<file path="config.mk">
export PLATFORM = sky130hd
export DESIGN_NAME = mem_access_ctrl
export DESIGN_NICKNAME = d
export VERILOG_FILES = /design/src/rtl/archev_mem_pkg.sv /design/src/rtl/load_formatter.sv /design/src/rtl/mem_access_ctrl.sv
export SDC_FILE = /design/constraint.sdc
export NUM_CORES = 1
export LEC_CHECK = 0
export CAP_MARGIN = 20
export CORE_MARGIN = 2
export CORE_UTILIZATION = 45
export CTS_CLUSTER_DIAMETER = 80
export DETAILED_ROUTE_END_ITERATION = 12
export HOLD_SLACK_MARGIN = 0.12
export PLACE_DENSITY = 0.78
export SETUP_SLACK_MARGIN = 0.02
export SYNTH_ARGS = -nofsm -noshare
export SYNTH_HDL_FRONTEND = slang
export SYNTH_SLANG_ARGS = --single-unit
</file>
<file path="constraint.sdc">
create_clock -name clk -period 3.2 [get_ports clk]
set_input_delay 0.64 -clock clk [delete_from_list [all_inputs] [get_ports clk]]
set_output_delay 0.64 -clock clk [all_outputs]
set_load 0.01 [all_outputs]
</file>
<file path="src/rtl/archev_mem_pkg.sv">
// Shared types and helpers for the ArcheV MEM-stage access controller.
// Holds state/width encodings, byte-enable constants and store-lane helpers.
package archev_mem_pkg;

    typedef enum logic [1:0] {
        IDLE   = 2'd0,
        ACCESS = 2'd1,
        DONE   = 2'd2
    } state_e;

    typedef enum logic [1:0] {
        BYTE = 2'd0,
        HALF = 2'd1,
        WORD = 2'd2
    } width_e;

    localparam logic [3:0] BE_ALL = 4'b1111;
    localparam logic [3:0] BE_LO  = 4'b0011;
    localparam logic [3:0] BE_HI  = 4'b1100;

    function automatic logic is_misaligned(input width_e w, input logic [1:0] a);
        logic r;
        case (w)
            HALF:    r = a[0];
            WORD:    r = (a != 2'b00);
            default: r = 1'b0;
        endcase
        return r;
    endfunction

    function automatic logic [3:0] store_be(input width_e w, input logic [1:0] a);
        logic [3:0] r;
        case (w)
            WORD:    r = BE_ALL;
            HALF:    r = a[1] ? BE_HI : BE_LO;
            default: r = 4'b0001 << a;
        endcase
        return r;
    endfunction

    // Replicate the store operand across every lane it could land in.
    function automatic logic [31:0] store_wdata(input width_e w, input logic [31:0] d);
        logic [31:0] r;
        case (w)
            WORD:    r = d;
            HALF:    r = {2{d[15:0]}};
            default: r = {4{d[7:0]}};
        endcase
        return r;
    endfunction

endpackage

</file>
<file path="src/rtl/load_formatter.sv">
// Combinational load-result formatter: selects the addressed byte/half of a
// memory word and sign- or zero-extends it to 32 bits.
module load_formatter
    import archev_mem_pkg::*;
(
    input  logic [31:0] i_rdata,
    input  logic [1:0]  i_addr_lo,
    input  width_e      i_width,
    input  logic        i_signed,
    output logic [31:0] o_data
);

    logic [7:0]  w_byte;
    logic [15:0] w_half;

    always_comb begin
        w_byte = i_rdata[7:0];
        case (i_addr_lo)
            2'd1:    w_byte = i_rdata[15:8];
            2'd2:    w_byte = i_rdata[23:16];
            2'd3:    w_byte = i_rdata[31:24];
            default: w_byte = i_rdata[7:0];
        endcase
        w_half = i_addr_lo[1] ? i_rdata[31:16] : i_rdata[15:0];
    end

    always_comb begin
        o_data = i_rdata;
        case (i_width)
            BYTE:    o_data = {{24{i_signed & w_byte[7]}}, w_byte};
            HALF:    o_data = {{16{i_signed & w_half[15]}}, w_half};
            default: o_data = i_rdata;
        endcase
    end

endmodule

</file>
<file path="src/rtl/mem_access_ctrl.sv">
// MEM-stage data-memory sequencer: IDLE -> ACCESS (req until ack or timeout)
// -> DONE (one-cycle release), stalling the pipeline for the access.
module mem_access_ctrl
    import archev_mem_pkg::*;
#(
    parameter int MAX_WAIT = 255
) (
    input  logic        clk,
    input  logic        rst,
    input  logic [31:0] alu_in,
    input  logic [31:0] rs2_data_in,
    input  logic        str_en_in,
    input  logic        load_en_in,
    input  logic        sb_en_in,
    input  logic        sh_en_in,
    input  logic        sw_en_in,
    input  logic        lb_en_in,
    input  logic        lh_en_in,
    input  logic        lw_en_in,
    input  logic        lbu_en_in,
    input  logic        lhu_en_in,
    input  logic [31:0] dmem_rdata,
    input  logic        dmem_ack,
    output logic        stall_out,
    output logic        dmem_req,
    output logic        dmem_we,
    output logic [31:0] dmem_addr,
    output logic [31:0] dmem_wdata,
    output logic [3:0]  dmem_be,
    output logic [31:0] load_data_out,
    output logic        load_valid_out,
    output logic        misalign_out,
    output logic        timeout_out,
    output logic [1:0]  dbg_state_out
);

    localparam int CNT_W = $clog2(MAX_WAIT + 1);
    localparam logic [CNT_W-1:0] CNT_LAST = CNT_W'(MAX_WAIT - 1);

    // dmem handshake: dmem_req stays high with address/data/enables frozen
    // until the first cycle dmem_ack is sampled high while in ACCESS; that
    // cycle completes the transfer. dmem_ack in any other state is ignored.

    state_e           r_state;
    state_e           w_next_state;
    logic [29:0]      r_addr_word;
    logic [1:0]       r_addr_lo;
    logic             r_we;
    logic [3:0]       r_be;
    logic [31:0]      r_wdata;
    width_e           r_width;
    logic             r_signed;
    logic [CNT_W-1:0] r_cnt;
    logic             r_timeout;
    logic [31:0]      r_load_data;

    logic             w_acc;
    logic             w_is_store;
    width_e           w_st_width;
    width_e           w_ld_width;
    width_e           w_width;
    logic             w_ld_signed;
    logic             w_misalign;
    logic [31:0]      w_fmt_data;

    // A store wins when both enables are raised; unsigned wins on conflict.
    always_comb begin
        w_acc      = str_en_in | load_en_in;
        w_is_store = str_en_in;
        w_st_width = sw_en_in ? WORD : (sh_en_in ? HALF : (sb_en_in ? BYTE : BYTE));
        w_ld_width = lw_en_in ? WORD : ((lh_en_in | lhu_en_in) ? HALF : BYTE);
        if (lw_en_in) begin
            w_ld_signed = 1'b0;
        end else if (lh_en_in | lhu_en_in) begin
            w_ld_signed = lh_en_in & ~lhu_en_in;
        end else begin
            w_ld_signed = lb_en_in & ~lbu_en_in;
        end
        w_width    = w_is_store ? w_st_width : w_ld_width;
        w_misalign = is_misaligned(w_width, alu_in[1:0]);
    end

    load_formatter u_load_formatter (
        .i_rdata   (dmem_rdata),
        .i_addr_lo (r_addr_lo),
        .i_width   (r_width),
        .i_signed  (r_signed),
        .o_data    (w_fmt_data)
    );

    always_ff @(posedge clk) begin
        if (rst) begin
            r_state     <= IDLE;
            r_addr_word <= '0;
            r_addr_lo   <= '0;
            r_we        <= 1'b0;
            r_be        <= '0;
            r_wdata     <= '0;
            r_width     <= BYTE;
            r_signed    <= 1'b0;
            r_cnt       <= '0;
            r_timeout   <= 1'b0;
            r_load_data <= '0;
        end else begin
            r_state <= w_next_state;
            case (r_state)
                IDLE: begin
                    r_cnt     <= '0;
                    r_timeout <= 1'b0;
                    if (w_acc && !w_misalign) begin
                        r_addr_word <= alu_in[31:2];
                        r_addr_lo   <= alu_in[1:0];
                        r_we        <= w_is_store;
                        r_width     <= w_width;
                        r_signed    <= w_is_store ? 1'b0 : w_ld_signed;
                        r_be        <= w_is_store ? store_be(w_width, alu_in[1:0]) : BE_ALL;
                        r_wdata     <= w_is_store ? store_wdata(w_width, rs2_data_in) : '0;
                    end
                end
                ACCESS: begin
                    if (dmem_ack) begin
                        if (!r_we) begin
                            r_load_data <= w_fmt_data;
                        end
                    end else if (r_cnt == CNT_LAST) begin
                        r_timeout   <= 1'b1;
                        r_load_data <= '0;
                    end else begin
                        r_cnt <= r_cnt + CNT_W'(1);
                    end
                end
                default: begin
                end
            endcase
        end
    end

    // Outputs are forced low while rst is high, even before the reset edge.
    always_comb begin
        w_next_state   = r_state;
        stall_out      = 1'b0;
        dmem_req       = 1'b0;
        dmem_we        = 1'b0;
        dmem_addr      = '0;
        dmem_wdata     = '0;
        dmem_be        = '0;
        load_valid_out = 1'b0;
        misalign_out   = 1'b0;
        timeout_out    = 1'b0;
        if (!rst) begin
            case (r_state)
                IDLE: begin
                    if (w_acc) begin
                        if (w_misalign) begin
                            misalign_out = 1'b1;
                        end else begin
                            stall_out    = 1'b1;
                            w_next_state = ACCESS;
                        end
                    end
                end
                ACCESS: begin
                    stall_out  = 1'b1;
                    dmem_req   = 1'b1;
                    dmem_we    = r_we;
                    dmem_addr  = {r_addr_word, 2'b00};
                    dmem_wdata = r_wdata;
                    dmem_be    = r_be;
                    if (dmem_ack || (r_cnt == CNT_LAST)) begin
                        w_next_state = DONE;
                    end
                end
                DONE: begin
                    load_valid_out = ~r_we & ~r_timeout;
                    timeout_out    = r_timeout;
                    w_next_state   = IDLE;
                end
                default: begin
                    w_next_state = IDLE;
                end
            endcase
        end
    end

    assign load_data_out = r_load_data;
    assign dbg_state_out = rst ? 2'd0 : r_state;

endmodule

</file>
[After elaboration in Yosys (flattened, before gate mapping)]
Cells that the tools add are included.
Word-level totals
  flip-flop bits (word level): 115
  input port bits: 109
  word-level logic and storage cells: 106
Cells by class
  add/subtract/negate cells: 1
  equality and inequality tests: 16
  shift-type cells: 1
  muxes and demuxes: 53
  bitwise gates (word level): 11
  reduce and logical (&&, ||, !) cells: 13
Operators by type and width (count)
  two-way mux 32 bit: 8
  case mux 32 bit (2 select lines): 2
  case mux 8 bit (3 select lines): 1
  two-way mux 1 bit: 22
  two-way mux 16 bit: 1
  two-way mux 4 bit: 4
  two-way mux 8 bit: 2
  case mux 8 bit (2 select lines): 1
  two-way mux 2 bit: 7
  inequality test 2 bit, second input constant: 7
  AND reduction 3 bit: 4
  adder 8 x 1 -> 8 bit, second input constant: 1
  equality test 2 x 1 -> 1 bit, second input constant: 4
  equality test 2 bit, second input constant: 4
  equality test 8 bit, second input constant: 1
  case mux 4 bit (2 select lines): 1
  case mux 1 bit (2 select lines): 3
  nonzero test 2 bit: 3
  bitwise AND 1 bit: 5
  logical NOT 2 bit: 2
  inverter 1 bit: 4
  case mux 2 bit (2 select lines): 1
  << shifter 1 x 2 -> 4 bit, first input constant: 1
  OR 1 bit: 2
  4 further kinds: 4

[Longest topological paths before layout]
  depth in word-level cells: 10
  depth in mapped cells: 10
  depth with buffers taken out: 8

[Cells and area by module]
From an unflattened synthesis, not the netlist that was laid out.
Second synthesis, totals
  cells, all modules: 755
  area, all modules: 6411.1 µm²
Modules (own cells, without submodules)
  mem_access_ctrl: times used 1, cells each 622, area an instance 5387.7 µm²
  load_formatter: times used 1, cells each 133, area an instance 1023.5 µm²

[Worst setup path after synthesis]
No wires, ideal clock.
  path kind: input to output
  start: in str_en_in
  end: out stall_out
  arrival time: 2313 ps
  path slack: 247 ps
  stages on the path: 9
  path through: mux2i_2 o311ai_1 ha_1 o21ai_0 a21o_1 buf_2 nand2_1 clkbuf_1 o22ai_1
Between the ends
  longest elaborated chain between the ends: 7
  elaborated cells between the ends (all ways): 9
  those cells by class: 2 x eq/ne; 6 x mux; 1 x bitwise
Ends and longest elaborated chain
  start, declared: RTL line mem_access_ctrl.sv:12  | input logic str_en_in,
  two-way mux 2 bit: RTL line mem_access_ctrl.sv:79  | w_width = w_is_store ? w_st_width : w_ld_width;
  equality test 2 bit or equality test 2 x 1 -> 1 bit (tied branches): RTL line archev_mem_pkg.sv:23  | case (w)
  case mux 1 bit (2 select lines): RTL line archev_mem_pkg.sv:23
  two-way mux 1 bit: RTL line mem_access_ctrl.sv:154  | if (w_misalign) begin
  two-way mux 1 bit *: RTL line mem_access_ctrl.sv:153  | if (w_acc) begin
  case mux 1 bit (2 select lines) *: RTL line mem_access_ctrl.sv:151  | case (r_state)
  two-way mux 1 bit *: RTL line mem_access_ctrl.sv:150  | if (!rst) begin
  end, declared: RTL line mem_access_ctrl.sv:24  | output logic stall_out,
Every way passes the cells marked *; elsewhere a longest branch is shown, timed or not.

[Final worst setup path]
  start: in lw_en_in
  end: out stall_out
Between the ends
  longest elaborated chain between the ends: 8
  elaborated cells between the ends (all ways): 9
  those cells by class: 2 x eq/ne; 7 x mux
Ends and longest elaborated chain
  start, declared: RTL line mem_access_ctrl.sv:19  | input logic lw_en_in,
  two-way mux 2 bit *: RTL line mem_access_ctrl.sv:71  | w_ld_width = lw_en_in ? WORD : ((lh_en_in | lhu_en_in) ? HALF : BYTE);
  two-way mux 2 bit *: RTL line mem_access_ctrl.sv:79
  named net w_width[1]: RTL line mem_access_ctrl.sv:61  | width_e w_width;
  equality test 2 bit or equality test 2 x 1 -> 1 bit (tied branches): RTL line archev_mem_pkg.sv:23
  case mux 1 bit (2 select lines) *: RTL line archev_mem_pkg.sv:23
  two-way mux 1 bit *: RTL line mem_access_ctrl.sv:154
  two-way mux 1 bit *: RTL line mem_access_ctrl.sv:153
  case mux 1 bit (2 select lines) *: RTL line mem_access_ctrl.sv:151
  two-way mux 1 bit *: RTL line mem_access_ctrl.sv:150
The timed path passes the listed nets; every way through them passes the cells marked *.

==> flow_metrics.py <==
metrics = {
    "run_status": {
        "status": "finished, final reports clean",
    },
    "worst_setup_path": {
        "rrSetupSlack_ns": 1.02,
        "critPathLaunch": "lw_en_in",
        "crit_path_start_kind": "input port",
        "path_class": "input port to output pin",
        "critPathArrivalTime_ns": 2.41,
        "reg2regPathDepth": 5,
        "cp_max_fo": 4,
        "reg2reg_from": "r_state[0]",
        "rr_endpoint": "r_signed",
        "critical_path_required_ns": 2.56,
        "worstSetupEndpointType": "output pin",
    },
    "layout": {
        "drive_above_1_share_pct": 11.2,
        "nNetsFinal": 1026,
        "fin_area_sq_mm": 0.00888,
        "antenna_cells": 0,
        "area_growth_pct": 49.6,
        "fin_cells": 1097,
    },
    "yosys": {
        "syn-cell-area_sq_mm": 0.00594,
        "ys_warn_count": 0,
        "synth_seq_area_share_pct": 38.8,
        "yosysTopAreaCellShare_pct": 38.8,
        "synth-main-ff-cell": "dfxtp_1",
        "yosys-top-cells-area": "dfxtp_1 (39%), and2_1 (7.8%), a21oi_1 (7.3%), o21ai_0 (6.5%), o2bb2ai_1 (3.2%)",
        "yosys.area.top_type": "dfxtp_1",
        "synth.distinct_cells": 59,
        "synth_cells": 718,
        "syn_area_per_cell_sq_um": 8.27,
        "async_reset_ff_share_pct": 0,
        "synth-edff-count": 0,
        "synth_seq_cells": 115,
    },
    "timing": {
        "worst_slew_pin_slew_ns": 1.05,
        "grt_setup_unrepaired": "no",
        "post-route-period-util_pct": 95.3,
        "clock_skew_ns": 0.00498,
        "setup_viol": 0,
        "slew_headroom_pct": 29.5,
        "setup_tns_ns": 0,
        "max_freq_ghz": 0.328,
        "finalMaxSlewViolations": 0,
        "hold_viol_final": 0,
        "fin_crit_ns": 3.05,
        "setup_ws_ns": 0.151,
    },
    "placed_design": {
        "port_buffers": 213,
        "gp_congestion": 0.959,
        "placed_cell_area_sq_mm": 0.00826,
        "pre_cts_slack_ns": -0.651,
        "dp_hpwl_um": 13800,
        "place_inst": 1062,
    },
    "detailed_routing": {
        "drt_iter0_markers": 585,
        "drtAntennaViolNets": 0,
        "dr_total_vias": 6395,
        "wire_per_inst_um": 18.0,
        "wirelength_um": 19800,
        "vias_per_cell": 5.83,
        "drt-pass1-iter-count": 5,
        "route.detailed.drc": 0,
    },
    "clock_tree": {
        "insertion_delay_ns": 0.41,
        "root_buffer": "clkbuf_16",
        "numCtsBuffers": 17,
        "cts.sinks": 115,
        "clk_pin_slew_worst_paths_ns": 0.05,
        "htreeDepth": 4,
        "cts_tree": "built",
        "cts_buffer_depth": 2,
    },
    "die": {
        "ios": 217,
        "die_w_um": 119,
        "die_area_sq_mm": 0.0141,
        "placement_rows": 41,
        "die_y_um": 119,
        "coreArea_sq_mm": 0.0128,
        "start_util_pct": 46.5,
    },
    "pwr": {
        "peakVddDrop_v": 0.000342,
        "p_sw_share_pct": 28.2,
        "seq_power_share_pct": 37.0,
        "finalPower_mw": 4.33,
        "p_leak_nw": 3.25,
        "powerDensity_mw_per_mm2": 487,
        "p_switching_mw": 1.22,
        "p_int_mw": 3.11,
        "p_comb_share_pct": 22.3,
        "clockPowerShare_pct": 40.7,
    },
    "hold_path": {
        "hold_end": "load_data_out[13]",
        "hp-start": "load_data_out[13]",
        "hp-class": "register to register",
        "holdPathStages": 1,
    },
    "flow_run": {
        "cap_viol_max_count": 0,
    },
    "global_route": {
        "grt_usage_pct": 27.3,
        "grt.overflow.total": 0,
        "grt_max_degree": 70,
        "grt_pass1_wl_um": 31200,
        "grt_pass1_vias": 6152,
        "grt_antenna_before_repair": 0,
    },
}
[per-layer routing]
metal	up-vias	global-route usage (%)	wire length [um]
met5	-	0	0
met4	0	10.3	484
met3	48	7.90	1640
met1	3029	34.6	8240
li1	3004	-	-
met2	314	43.9	9410
[cells in the mapped netlist, drive strengths merged, types with 4 or more instances]
master	count
nand2	34
a22oi	8
buf	32
or3	4
a32o	8
a22o	10
o2bb2ai	22
a21oi	88
nand2b	22
nor4	11
a21boi	9
a211oi	5
ha	4
nand4	26
o21ai	81
nor2	8
inv	12
clkbuf	40
mux2i	11
nor3	5
a31o	9
dfxtp	115
mux2	7
nand3	37
and2	74
[layout make-up]
type | count | area [sq um]
Clock buffer | 26 | 499
Clock inverter | 5 | 50.0
Fill cell | 981 | 3890
Inverter | 12 | 45.0
Multi-Input combinational cell | 520 | 3360
Sequential cell | 115 | 2300
Tap cell | 172 | 215
Timing Repair Buffer | 247 | 2410
[power by group through the flow]
| stage | logic (mW) | registers, mW | clock network [mW] |
|---|---|---|---|
| CTS | 0.941 | 1.60 | 1.78 |
| finish | 0.965 | 1.60 | 1.76 |
| detailed placement | 0.931 | 1.63 | 0 |
| floorplan | 0.550 | 1.60 | 0 |
| global route | 1.04 | 1.61 | 1.85 |
| global placement | 0.907 | 1.62 | 0 |
[sequential cells by signal, indices dropped and copies added (netlist names)]
register and cells:
r_signed 1, r_wdata 32, r_cnt 8, r_be 4, r_width 2, r_addr_word 30
load_data_out 32, r_we 1, r_state 2, r_timeout 1, r_addr_lo 2
[layout by cell type (no fill, tap or decap), types with 4 or more instances in the layout]
cell type / netlist / final
nor4_1: 11 / 11
nand2b_1: 21 / 21
a31o_2: 9 / 9
dfxtp_1: 115 / 115
nand3_1: 37 / 37
nand2_1: 34 / 32
clkinv_2: 0 / 4
nand4_1: 25 / 25
mux2i_1: 10 / 10
or3_1: 4 / 4
a21oi_1: 87 / 87
clkbuf_8: 0 / 4
o21ai_0: 77 / 76
a32o_1: 8 / 8
a22oi_1: 8 / 8
a211oi_1: 5 / 5
buf_4: 2 / 31
nor2_1: 8 / 7
mux2_2: 7 / 7
o2bb2ai_1: 22 / 22
clkbuf_1: 40 / 5
inv_1: 12 / 12
a21boi_0: 9 / 9
and2_1: 74 / 74
clkbuf_16: 0 / 17
a22o_1: 10 / 10
clkdlybuf4s50_1: 0 / 207
[cells by family (layout without fill, tap and decap cells)]
group           count (synthesis)  after routing  share of synthesized area, %
other cells                     1              2                        0.0632
xor+xnor                        1              1                         0.148
buf+inv                        84            290                          6.09
mux                            19             19                          3.62
simple gates                  237            237                          23.4
flops                         115            115                          38.8
fa+ha+maj                       4              4                         0.843
compound gates                257            257                          27.1
[worst max-delay path by stage]
stage	end
detailed placement	stall_out
floorplan	stall_out
global route	stall_out
global placement	stall_out
CTS	stall_out
finish	stall_out
[critical path: stages]
cell and delay, ns:
clkdlybuf4s50_1 0.44, mux2i_2 0.24, buf_4 0.17, inv_1 0.04, ha_2 0.19, o21ai_2 0.18, a21o_4 0.18, nand2_4 0.06
o22ai_2 0.10, buf_2 0.16
[repair_timing]
action                                  4_1_cts  5_1_grt
pin swaps                                     2        3
hold buffers                                  0        0
endpoints found under the setup margin        2        2
gates cloned                                  0        0
buffers inserted                              1        3
gates resized for setup                      13        9
[through the flow]
stage | utilization [%] | hold WS [ns]
after floorplan | - | 0.445
after global placement | 64.7 | 0.443
after detailed placement | 64.7 | 0.454
after CTS | 69.2 | 0.468
after global routing | 69.6 | 0.478
final | 69.6 | 0.467
Note: power is estimated with default switching activity, not from simulation.
